==> src/rtl/load_unit_pkg.sv <==
// Shared types and constants for the load unit: FSM states, RV32I load
// func3 encodings, default bus timeout and the misalignment predicate.
package load_unit_pkg;

  typedef enum logic [1:0] {
    StIdle = 2'd0,
    StWait = 2'd1,
    StResp = 2'd2
  } state_e;

  localparam logic [2:0] F3Lb  = 3'b000;
  localparam logic [2:0] F3Lh  = 3'b001;
  localparam logic [2:0] F3Lw  = 3'b010;
  localparam logic [2:0] F3Lbu = 3'b100;
  localparam logic [2:0] F3Lhu = 3'b101;

  localparam int unsigned DefaultTimeoutCycles = 16;

  // Halfwords need addr[0]=0; words (and the encodings decoded as LW) need addr[1:0]=0.
  function automatic logic load_misaligned(input logic [2:0] func3, input logic [1:0] offset);
    logic mis;
    case (func3)
      F3Lb, F3Lbu: mis = 1'b0;
      F3Lh, F3Lhu: mis = offset[0];
      default:     mis = (offset != 2'b00);
    endcase
    return mis;
  endfunction

endpackage

==> src/rtl/load_unit_if.sv <==
// Execute/memory/writeback signal bundle of the load unit.
// slave: the load unit itself; master: the surrounding pipeline and memory.
interface load_unit_if;
  logic        load_req_in;
  logic [2:0]  func3_in;
  logic [31:0] iadder_in;
  logic [31:0] dmaddr_out;
  logic        dmrd_req_out;
  logic        dmrd_ack_in;
  logic [31:0] dmdata_in;
  logic [31:0] lu_data_out;
  logic        lu_valid_out;
  logic        lu_err_out;
  logic        lu_busy_out;

  modport slave (
    input  load_req_in, func3_in, iadder_in, dmrd_ack_in, dmdata_in,
    output dmaddr_out, dmrd_req_out, lu_data_out, lu_valid_out, lu_err_out, lu_busy_out
  );

  modport master (
    output load_req_in, func3_in, iadder_in, dmrd_ack_in, dmdata_in,
    input  dmaddr_out, dmrd_req_out, lu_data_out, lu_valid_out, lu_err_out, lu_busy_out
  );
endinterface

==> src/rtl/load_unit_extract.sv <==
// load_extract: combinational byte/halfword/word select and sign/zero
// extension of a memory read word, using the latched address offset.
module load_extract
  import load_unit_pkg::*;
(
  input  logic [2:0]  func3_i,
  input  logic [1:0]  offset_i,
  input  logic [31:0] word_i,
  output logic [31:0] result_o
);

  logic [7:0]  byte_sel;
  logic [15:0] half_sel;

  // Lane select, then extend according to the load type.
  always_comb begin
    byte_sel = word_i[7:0];
    case (offset_i)
      2'd0: byte_sel = word_i[7:0];
      2'd1: byte_sel = word_i[15:8];
      2'd2: byte_sel = word_i[23:16];
      2'd3: byte_sel = word_i[31:24];
      default: byte_sel = word_i[7:0];
    endcase
    half_sel = offset_i[1] ? word_i[31:16] : word_i[15:0];

    case (func3_i)
      F3Lb:    result_o = {{24{byte_sel[7]}}, byte_sel};
      F3Lbu:   result_o = {24'h0, byte_sel};
      F3Lh:    result_o = {{16{half_sel[15]}}, half_sel};
      F3Lhu:   result_o = {16'h0, half_sel};
      default: result_o = word_i;
    endcase
  end

endmodule

==> src/rtl/load_unit.sv <==
// load_unit: data-memory read path. Issues a word-aligned read, waits for
// the acknowledge (with optional timeout), extracts/extends the result and
// pulses valid or error to writeback. Stalls the pipeline while waiting.
// Optional: LOAD_MISALIGN_TRAP_EN traps misaligned LH/LHU/LW without a bus access.
module load_unit
  import load_unit_pkg::*;
#(
  parameter int unsigned TIMEOUT_CYCLES = DefaultTimeoutCycles
) (
  input  logic     clk_in,
  input  logic     rst_in,
  load_unit_if.slave bus
);

  localparam int unsigned CntW = (TIMEOUT_CYCLES > 1) ? $clog2(TIMEOUT_CYCLES + 1) : 1;

  state_e          state_q, state_d;
  logic [2:0]      func3_q, func3_d;
  logic [1:0]      off_q, off_d;
  logic [31:0]     addr_q, addr_d;
  logic            req_q, req_d;
  logic [31:0]     data_q, data_d;
  logic            err_q, err_d;
  logic [CntW-1:0] cnt_q, cnt_d;
  logic [31:0]     cnt_inc;
  logic [31:0]     ext_result;

  load_extract u_extract (
    .func3_i  (func3_q),
    .offset_i (off_q),
    .word_i   (bus.dmdata_in),
    .result_o (ext_result)
  );

  // State and datapath registers.
  always_ff @(posedge clk_in or posedge rst_in) begin
    if (rst_in) begin
      state_q <= StIdle;
      func3_q <= 3'b000;
      off_q   <= 2'b00;
      addr_q  <= 32'h0;
      req_q   <= 1'b0;
      data_q  <= 32'h0;
      err_q   <= 1'b0;
      cnt_q   <= '0;
    end else begin
      state_q <= state_d;
      func3_q <= func3_d;
      off_q   <= off_d;
      addr_q  <= addr_d;
      req_q   <= req_d;
      data_q  <= data_d;
      err_q   <= err_d;
      cnt_q   <= cnt_d;
    end
  end

  // Next-state: accept in IDLE/RESP, wait for ack or timeout, respond.
  always_comb begin
    state_d = state_q;
    func3_d = func3_q;
    off_d   = off_q;
    addr_d  = addr_q;
    req_d   = req_q;
    data_d  = data_q;
    err_d   = err_q;
    cnt_d   = cnt_q;
    cnt_inc = 32'(cnt_q) + 32'd1;

    case (state_q)
      StIdle, StResp: begin
        if (bus.load_req_in) begin
          func3_d = bus.func3_in;
          off_d   = bus.iadder_in[1:0];
          cnt_d   = '0;
          addr_d  = {bus.iadder_in[31:2], 2'b00};
          req_d   = 1'b1;
          err_d   = 1'b0;
          state_d = StWait;
`ifdef LOAD_MISALIGN_TRAP_EN
          if (load_misaligned(bus.func3_in, bus.iadder_in[1:0])) begin
            addr_d  = addr_q;
            req_d   = 1'b0;
            err_d   = 1'b1;
            data_d  = 32'h0;
            state_d = StResp;
          end
`endif
        end else begin
          state_d = StIdle;
        end
      end
      StWait: begin
        if (bus.dmrd_ack_in) begin
          // Ack wins over a coincident timeout.
          data_d  = ext_result;
          req_d   = 1'b0;
          err_d   = 1'b0;
          state_d = StResp;
        end else begin
          cnt_d = cnt_inc[CntW-1:0];
          if ((TIMEOUT_CYCLES != 0) && (cnt_inc == TIMEOUT_CYCLES)) begin
            req_d   = 1'b0;
            err_d   = 1'b1;
            data_d  = 32'h0;
            state_d = StResp;
          end
        end
      end
      default: state_d = StIdle;
    endcase
  end

  assign bus.dmaddr_out   = addr_q;
  assign bus.dmrd_req_out = req_q;
  assign bus.lu_data_out  = data_q;
  assign bus.lu_valid_out = (state_q == StResp) && !err_q;
  assign bus.lu_err_out   = (state_q == StResp) && err_q;
  assign bus.lu_busy_out  = (state_q == StWait);

endmodule

==> src/flat_wrapper.sv <==
// flat-port wrapper written by rule: the top's interface ports become plain ports
module load_unit_flat import load_unit_pkg::*;
#(
  parameter int unsigned TIMEOUT_CYCLES = DefaultTimeoutCycles
)
  (clk_in, rst_in, bus_load_req_in, bus_func3_in, bus_iadder_in, bus_dmrd_ack_in, bus_dmdata_in, bus_dmaddr_out, bus_dmrd_req_out, bus_lu_data_out, bus_lu_valid_out, bus_lu_err_out, bus_lu_busy_out);
  load_unit_if bus_i ();
  input  logic clk_in;
  input  logic rst_in;
  input wire logic [$bits(bus_i.load_req_in)-1:0] bus_load_req_in;
  input wire logic [$bits(bus_i.func3_in)-1:0] bus_func3_in;
  input wire logic [$bits(bus_i.iadder_in)-1:0] bus_iadder_in;
  input wire logic [$bits(bus_i.dmrd_ack_in)-1:0] bus_dmrd_ack_in;
  input wire logic [$bits(bus_i.dmdata_in)-1:0] bus_dmdata_in;
  output wire logic [$bits(bus_i.dmaddr_out)-1:0] bus_dmaddr_out;
  output wire logic [$bits(bus_i.dmrd_req_out)-1:0] bus_dmrd_req_out;
  output wire logic [$bits(bus_i.lu_data_out)-1:0] bus_lu_data_out;
  output wire logic [$bits(bus_i.lu_valid_out)-1:0] bus_lu_valid_out;
  output wire logic [$bits(bus_i.lu_err_out)-1:0] bus_lu_err_out;
  output wire logic [$bits(bus_i.lu_busy_out)-1:0] bus_lu_busy_out;
  assign bus_i.load_req_in = bus_load_req_in;
  assign bus_i.func3_in = bus_func3_in;
  assign bus_i.iadder_in = bus_iadder_in;
  assign bus_i.dmrd_ack_in = bus_dmrd_ack_in;
  assign bus_i.dmdata_in = bus_dmdata_in;
  assign bus_dmaddr_out = bus_i.dmaddr_out;
  assign bus_dmrd_req_out = bus_i.dmrd_req_out;
  assign bus_lu_data_out = bus_i.lu_data_out;
  assign bus_lu_valid_out = bus_i.lu_valid_out;
  assign bus_lu_err_out = bus_i.lu_err_out;
  assign bus_lu_busy_out = bus_i.lu_busy_out;
  load_unit #(.TIMEOUT_CYCLES(TIMEOUT_CYCLES)) u_core (.clk_in(clk_in), .rst_in(rst_in), .bus(bus_i));
endmodule
==> config.mk <==
export PLATFORM = sky130hd
export DESIGN_NAME = load_unit_flat
export DESIGN_NICKNAME = d
export VERILOG_FILES = /design/src/rtl/load_unit_pkg.sv /design/src/rtl/load_unit_if.sv /design/src/rtl/load_unit_extract.sv /design/src/rtl/load_unit.sv /design/src/flat_wrapper.sv
export SDC_FILE = /design/constraint.sdc
export NUM_CORES = 1
export LEC_CHECK = 0
export ABC_AREA = 1
export BUFFER_PORTS_ARGS = -buffer_cell sky130_fd_sc_hd__buf_2
export CELL_PAD_IN_SITES_DETAIL_PLACEMENT = 0
export CELL_PAD_IN_SITES_GLOBAL_PLACEMENT = 2
export CORE_AREA = 10 10 131 133
export DETAILED_ROUTE_END_ITERATION = 10
export DIE_AREA = 0 0 141 143
export PLACE_DENSITY_LB_ADDON = 0.08
export RECOVER_POWER = 100
export SYNTH_ARGS = -nofsm -noshare
export SYNTH_HDL_FRONTEND = slang
export SYNTH_SLANG_ARGS = --single-unit
==> constraint.sdc <==
create_clock -name clk_in -period 2.8 [get_ports clk_in]
set_input_delay 0 -clock clk_in [delete_from_list [all_inputs] [get_ports clk_in]]
set_output_delay 0 -clock clk_in [all_outputs]
set_load 0.05 [all_outputs]
After elaboration in Yosys (flattened, before gate mapping). Cells that the tools add are included.

$add $sub $neg: 1. Equal/unequal tests: 12. Mux-type cells: 20. Reduce and logical (&&, ||, !) cells: 13.

Operators with widths (number): $pmux 32 s4 (1); $mux 32 (2); $eq 32x5->1 const B (1); $pmux 8 s4 (1); $mux 16 (1); $mux 5 (2); $pmux 5 s2 (1); $mux 1 (7); $add 5x1->6 const B (1); $eq 2x2->1 const B (3); $eq 3x3->1 const B (2); $reduce_and 3->1 (2); $eq 2x1->1 const B (2); $logic_not 2->1 (2); $mux 2 (2); $ne 2x2->1 const B (2); $pmux 1 s2 (2); $pmux 2 s2 (1); $reduce_and 2->1 (2); $reduce_bool 2->1 (2); $eq 3x1->1 const B (1); $logic_not 3->1 (1); $ne 3x2->1 const B (1); $logic_and 1x1->1 (2); other kinds (2) (2).

Register bits: 76. Bits of input ports: 71.

Longest topological paths before layout. Gate-level depths: netlist of run 1.

Word-level depth: 5. Depth in mapped cells: 10.

By module. Synthesis of run 1 repeated with hierarchy kept, for this count alone.

Cell total of the unflattened synthesis: 514. Area, all modules: 3935.0 µm².

By module, submodules not included: load_unit (instances 1, cells each 344, area each 3011.6 µm², seq. area each 1901.8 µm²); load_extract (instances 1, cells each 170, area each 923.4 µm², seq. area each 0.0 µm²).

Least setup slack after synthesis of run 1. Ideal clock, no wire load.

Path type: register to register. Start point: register u_core.state_q[1]. End point: register u_core.data_q[0] (netlist: u_core.bus.lu_data_out[0]). Setup time: 65 ps. Arrival time: 1443 ps. Data required time: 2735 ps. Setup slack: 1292 ps. Stages on the path, launching flop included: 9. Buffers on the path: 1. Period minus slack after synthesis: 1508 ps. Cells stage by stage: dfrtp_1 -> nor2_4 -> nand2_2 -> clkinv_2 -> nand2_2 -> nand2_4 -> buf_6 -> nand2_1 -> nand2_1.

Cells in the longest elaborated chain, start to end: 2.

RTL lines: start: declaration (line load_unit.sv:17) `state_e state_q, state_d;`; start signal: assignment (line load_unit.sv:38) `state_q <= StIdle;`; start signal: assignment (line load_unit.sv:47) `state_q <= state_d;`; $eq 2x1->1; named net bus_lu_busy_out (line flat_wrapper.sv:20) `output wire logic [$bits(bus_i.lu_busy_out)-1:0] bus_lu_busy_out;`; $reduce_and 2->1 (no line); end signal: assignment (line load_unit.sv:52) `data_q <= data_d;`; end: declaration (line load_unit.sv:22) `logic [31:0] data_q, data_d;`.

The timed path passes the listed nets, and every way through them passes these cells. A chain may end at the register's enable or synchronous reset.

Worst setup path after layout of run 1.
Start point: register u_core.off_q[1]. End point: register u_core.data_q[26] (netlist: u_core.bus.lu_data_out[26]).

Cells in the longest elaborated chain, start to end: 4.

RTL lines: start: declaration (line load_unit.sv:19) `logic [1:0] off_q, off_d;`; start signal: assignment (line load_unit.sv:40) `off_q <= 2'b00;`; start signal: assignment (line load_unit.sv:49) `off_q <= off_d;`; $eq 2x2->1 (tied with other cells) (line load_unit_extract.sv:18) `case (offset_i)`; $pmux 8 s4 (line load_unit_extract.sv:18); $pmux 32 s4 * (line load_unit_extract.sv:27) `case (func3_i)`; $mux 32 * (line load_unit.sv:94) `if (bus.dmrd_ack_in) begin`.

Every way passes the cells marked *; elsewhere a longest branch is shown, timed or not.

==> results of run 1 <==
Yosys cell counts:
master,n
o22ai_1,1
clkbuf_1,6
nand2_1,247
buf_6,4
a21oi_1,20
inv_1,38
nor2_4,1
inv_2,3
o21ai_0,17
xor2_1,1
nand2_2,15
buf_12,1
nor2_2,1
nand4_1,1
buf_4,2
clkinv_2,1
nor2_1,28
xnor2_1,1
buf_1,1
buf_2,8
dfrtp_1,76
nand2_4,2
conb_1,1
nand3_1,17
ha_1,1
nand3_4,1
where the power goes:
part | switching, mW | internal, mW
Combinational | 2.06 | 0.502
Sequential | 0.234 | 1.46
Clock | 0.490 | 0.717
worst paths after layout:
path	startpoint	end	slack, ns	depth (start not counted)
worst min register to register	u_core.bus.lu_data_out[8]$_DFFE_PP0P_	u_core.bus.lu_data_out[8]$_DFFE_PP0P_	0.47	2
worst min-delay path	bus_dmdata_in[1]	u_core.bus.lu_data_out[1]$_DFFE_PP0P_	0.01	5
max in group asynchronous	rst_in	u_core.bus.lu_data_out[9]$_DFFE_PP0P_	0.93	4
min in group asynchronous	rst_in	u_core.bus.dmaddr_out[23]$_DFFE_PP0P_	0.70	3
worst max register to register	u_core.off_q[1]$_DFFE_PP0P_	u_core.bus.lu_data_out[26]$_DFFE_PP0P_	0.75	8
worst max-delay path	u_core.off_q[1]$_DFFE_PP0P_	u_core.bus.lu_data_out[26]$_DFFE_PP0P_	0.75	8
layout make-up:
type	instances	area share, %
well taps	184	4.48
clock buffers	11	4.73
clock inverters	5	1.19
inverters	42	3.12
repair buffers	185	20.7
flip-flops and latches	76	37.0
multi-input cells	356	28.7
routing by layer:
metal | global-route usage [%] | vias up | share of wire [%]
met5 | 0 | - | 0
met3 | 3.55 | 16 | 6.6
li1 | - | 1851 | -
met4 | 4.84 | 0 | 1.8
met2 | 19.4 | 119 | 45
met1 | 16.3 | 1632 | 46
critical path, delay by kind of cell (launching register included):
kind                   cells  cell delay, ns
buffers and inverters      1            0.18
and+or+nand+nor            7            1.13
DFF                        1            0.68
flip-flops by register name (all words and copies together), names as in the netlist:
name                     count
u_core.bus.dmaddr_out       30
u_core.bus.dmrd_req_out      1
u_core.bus.lu_data_out      32
u_core.cnt_q                 5
u_core.err_q                 1
u_core.func3_q               3
u_core.off_q                 2
u_core.state_q               2
layout by cell type, fill, tap and decap left out, types with 2 or more instances in the layout:
cell,instances
o21ai_0,17
clkbuf_2,2
conb_1,2
nand3_1,17
clkbuf_1,68
dlygate4sd3_1,43
nand2_2,6
clkinvlp_4,3
a21oi_1,20
nor2_1,28
buf_4,3
clkbuf_16,9
buf_2,70
inv_1,39
dfrtp_1,76
nand2_1,257
what timing repair did:
item / 4_1_cts / 5_1_grt
hold endpoints to repair: 81 / 0
gates resized for setup: 0 / 0
hold buffers: 43 / 0
kinds of logic (layout without fill, tap and decap cells):
group	count (synthesis)	count (layout)	share of synthesized area, %
adders and majority gates	1	1	0.337
buffers and inverters	64	243	8.23
other	1	2	0.101
and+or+nand+nor	313	313	34.4
DFF	76	76	51.3
xor gates and xnor gates	2	2	0.473
AOI/OAI and AO/OA	38	38	5.16
per-stage QoR:
step | instance area (um2) | power (mW) | setup slack [ns] | std cells | hold WS (ns)
global placement | 4520 | 4.39 | 1.14 | 800 | 0.152
finish | 5130 | 5.46 | 0.750 | 859 | 0.0103
CTS | 5260 | 5.68 | 1.10 | 859 | 0.00554
global route | 5130 | 5.84 | 0.482 | 859 | 0.0560
detailed placement | 4520 | 4.40 | 1.12 | 800 | 0.169
floorplan | 3710 | 3.73 | 0.862 | 496 | 0.110
==> metrics.cfg, run 1 <==
[cells_and_area]
multiInputGateArea_mm2 = 0.00147
ff_latch_area_mm2 = 0.00190
area_growth_pct = 38.5
nets = 742
finish.utilization_pct = 35.6
antennaDiodeCount = 0
fill_cells = 1574
drive_gt1_share_pct = 15.3

[logic_synthesis]
syn_area_mm2 = 0.00371
ys_ff_latch = 76
ys_seq_area_share_pct = 51.3
yosysTopAreaCell = dfrtp_1
syn_avg_cell_area_um2 = 7.49
synth_top_cell_area_share_pct = 51.3
synthTopCellsByArea = dfrtp_1, nand2_1, inv_1
yosys_warnings = 0
synthCells = 495
yosysUniqueCellTypes = 26

[grt]
grt_max_degree = 42
grt_pass1_vias = 3780
grt.total_usage_pct = 12.5
overflow = 0
antenna_found_initial = 0
grt_pass1_wl_um = 20300

[floorplan]
start_util_pct = 25.7
core_area_mm2 = 0.0144
die_x_um = 141
die_h_um = 143
num_rows = 44
io_pins = 139
dieArea_mm2 = 0.0202

[place]
numPortBuffers = 136
dp_hpwl_um = 9450
gp_congestion = 0.772

[cts]
cts_tree = yes
path_clk_slew_ns = 0.07
root_buffer = clkbuf_16
htree_levels = 3
insertion_delay_ns = 0.34
cts_buffer_depth = 2
post_cts_buffers = 0
numCtsBuffers = 9
clock-sinks = 76

[sta]
rsz0062_at_grt = no
layout_min_cycle_time_ns = 2.05
skew_ns = 0.00714
clock.fmax_mhz = 488
post-route-period-util_pct = 73.2
relSlewSlack_pct = -28.4
tightest_slew_ns = 1.92
hold_viol_final = 0
fin_setup_tns_ns = 0
setup_viol = 0
maxSlewViolCount = 42

[routing]
drt_iter0_drc = 173
post_drt_wl_per_cell_um = 15.0
postRouteAntennaNets = 0
remaining_drc_errors = 0
avgViaCountPerCell = 4.21
num_vias = 3618
wl_um = 12800
drt-pass1-iter-count = 4

[worst_setup_path]
worstPathArrival_ns = 2.32
slowest_delay_ns = 0.68
worstPathCellList = inv_1 -> nand2_1 -> nand2_2 -> nand2_1 -> nand3_4 -> nand2_1 -> nand2_1 -> nand2_1
critPathLaunchType = flip-flop
crit_path_top_delay_cell = dfrtp_1
worstPathMaxFanout = 18
cp.required_ns = 3.07
cp-end-kind = flip-flop
crit_top_cell = nand2_1
critical_path_class = reg -> reg

[power_and_ir_drop]
peakVddDrop_mv = 0.454
cellPowerDensity_mw_per_mm2 = 1060
p_leak_nw = 2.80

[outcome]
violations = max-capacitance violations, max-slew violations
status = finished with violations

[hold_path]
hp-class = in -> reg

[flow_run]
max_cap_violations = 1

(Power assumes the default switching activity.)
==> run 2: changes to the inputs <==
--- a/config.mk
+++ b/config.mk
@@ -5,13 +5,13 @@
 export SDC_FILE = /design/constraint.sdc
 export NUM_CORES = 1
 export LEC_CHECK = 0
-export ABC_AREA = 1
+export ABC_AREA = 0
 export BUFFER_PORTS_ARGS = -buffer_cell sky130_fd_sc_hd__buf_2
 export CELL_PAD_IN_SITES_DETAIL_PLACEMENT = 0
 export CELL_PAD_IN_SITES_GLOBAL_PLACEMENT = 2
-export CORE_AREA = 10 10 131 133
+export CORE_AREA = 10 10 128 130
 export DETAILED_ROUTE_END_ITERATION = 10
-export DIE_AREA = 0 0 141 143
+export DIE_AREA = 0 0 138 140
 export PLACE_DENSITY_LB_ADDON = 0.08
 export RECOVER_POWER = 100
 export SYNTH_ARGS = -nofsm -noshare
==> constraint.sdc (replaced) <==
create_clock -name clk_in -period 1.7 [get_ports clk_in]
set_input_delay 0 -clock clk_in [delete_from_list [all_inputs] [get_ports clk_in]]
set_output_delay 0 -clock clk_in [all_outputs]
set_load 0.05 [all_outputs]
==> run 2 against run 1 <==
Effect of this change:
- the flow finishes with violations (negative setup slack)
- via count shrank 10%
- global-route usage grew 0.38 points
- power grew 60%
- routed wire length shrank 2.8%
- combinational power grew 60%
- first-iteration DRC count shrank 17%
- largest power group unchanged
==> metrics.cfg, run 2 <==
[outcome]
status = finished with violations
violations = negative setup slack

[logic_synthesis]
ys_seq_area_share_pct = 55.7
syn_avg_cell_area_um2 = 9.90
yosysUniqueCellTypes = 41
synthTopCellsByCount = nand2_1, dfrtp_1, o21ai_0, a221o_1, clkbuf_1
synthCells = 345
syn_area_mm2 = 0.00342
synth-main-ff-cell = dfrtp_1
synth_top_cell_area_share_pct = 55.7
yosysTopAreaCell = dfrtp_1
synth_edf_count = 0
yosys_warnings = 0
synthTopCellsByArea = dfrtp_1, nand2_1, a221o_1
async_reset_ff_share_pct = 100
synth_most_common_cell = nand2_1
ys_ff_latch = 76

[cts]
numCtsBuffers = 9
htree_levels = 3
path_clk_slew_ns = 0.06
root_buffer = clkbuf_16
insertion_delay_ns = 0.34
cts_tree = yes
post_cts_buffers = 0
cts_buffer_depth = 2
clock-sinks = 76

[place]
gp_congestion = 0.749
numPortBuffers = 136
post-place-cells = 662
dp_hpwl_um = 8840

[grt]
grt_pass1_vias = 3640
overflow = 0
grt_max_degree = 77
grt_pass1_wl_um = 20400
antenna_found_initial = 0
grt.total_usage_pct = 12.9

[sta]
skew_ns = 0.00633
setup_viol = 7
worst_slack_ns = -0.00777
post-route-period-util_pct = 100
rsz0062_at_grt = yes
hold_viol_final = 0
layout_min_cycle_time_ns = 1.71
tightest_slew_ns = 1.07
hold_slack_ns = 0.00314
maxSlewViolCount = 0
clock.fmax_mhz = 586
relSlewSlack_pct = 28.9
fin_setup_tns_ns = -0.0270

[cells_and_area]
final_cell_mix = nand2_1, dfrtp_1, clkbuf_1, buf_2, dlygate4sd3_1
finish.utilization_pct = 38.0
final_common_cell = nand2_1
area_growth_pct = 53.4
nets = 623
drive_gt1_share_pct = 22.1
largest_reg_flops = 32
antennaDiodeCount = 0
fin_cells = 736

[power_and_ir_drop]
peakVddDrop_mv = 0.459
p_leak_nw = 2.44
p_total_mw = 8.76
cellPowerDensity_mw_per_mm2 = 1670

[hold_path]
hp-class = in -> reg

[worst_setup_path]
cp-end-kind = flip-flop
critical_path_class = reg -> reg
critPathLaunchType = flip-flop
worstPathMaxFanout = 8
cp.required_ns = 1.92
r2r_slack_ns = -0.008
worstPathArrival_ns = 1.93

[routing]
postRouteAntennaNets = 0
avgViaCountPerCell = 4.41
post_drt_wl_per_cell_um = 17.0
drt_iter0_drc = 143
remaining_drc_errors = 0
wl_um = 12500
num_vias = 3244
drt-pass1-iter-count = 4

[floorplan]
die_x_um = 138
die_h_um = 140
start_util_pct = 24.8
io_pins = 139
core_area_mm2 = 0.0138
dieArea_mm2 = 0.0193
num_rows = 43

[flow_run]
max_cap_violations = 0

[run 2: per-layer routing]
metal  part of all wire (%)  up-vias  global-route usage, %
met1                     45     1520                   16.2
met2                     46       94                   20.3
met5                      0        -                      0
met3                    6.4       16                   3.92
met4                    1.9        0                   5.27
li1                       -     1614                      -
[run 2: stage by stage]
step | setup slack, ns | instance area (um2)
final | -0.00777 | 5240
after global routing | -0.0761 | 5240
after CTS | -0.0280 | 5310
after detailed placement | -0.0216 | 4440
after global placement | 0.0115 | 4440
after floorplan | -0.0550 | 3430
[run 2: logic make-up (layout without fill, tap and decap cells)]
kind of cell	count (synthesis)	in the layout	share of synthesized area, %
xor+xnor	2	2	0.513
mux	5	5	1.87
compound gates	78	79	17.9
simple gates	154	154	19.8
buf+inv	28	237	3.77
flops	76	76	55.7
other cells	1	2	0.110
fa+ha+maj	1	1	0.366
[run 2: area by class of cell]
type / instances / area (um2)
Timing Repair Buffer: 217 / 1370
Sequential cell: 76 / 1900
Clock buffer: 11 / 233
Tap cell: 180 / 225
Clock inverter: 5 / 52.6
Fill cell: 1476 / 8530
Multi-Input combinational cell: 243 / 1440
Inverter: 4 / 18.8
[run 2: where the power goes]
group | internal (mW) | total, mW | switching [mW]
clock network | 1.13 | 1.88 | 0.748
logic | 1.04 | 4.10 | 3.06
registers | 2.41 | 2.78 | 0.371
[run 2: worst max-delay path: stages, from the launching register on]
cell	delay, ns
dfrtp_1	0.36
mux4_2	0.58
o2111a_2	0.37
a221o_1	0.28
[run 2: path summary, 6_finish.rpt]
kind,start,endpoint,cells past startpoint
worst max-delay path,u_core.off_q[1]$_DFFE_PP0P_,u_core.bus.lu_data_out[22]$_DFFE_PP0P_,3
worst min-delay path,bus_load_req_in,u_core.state_q[0]$_DFFE_PP0P_,3
worst max register to register,u_core.off_q[1]$_DFFE_PP0P_,u_core.bus.lu_data_out[22]$_DFFE_PP0P_,3
worst min register to register,u_core.bus.dmaddr_out[8]$_DFFE_PP0P_,u_core.bus.dmaddr_out[8]$_DFFE_PP0P_,2
max in group asynchronous,rst_in,u_core.cnt_q[2]$_DFFE_PP0P_,4
min in group asynchronous,rst_in,u_core.bus.dmaddr_out[14]$_DFFE_PP0P_,4
[run 2: repair_timing]
item                                   4_1_cts  5_1_grt
endpoints found under the hold margin      132        0
hold buffers                                57        0
resized for setup                            0       14
cloned                                       1        0
setup endpoints to repair                   16       28
pin swaps                                    0        1
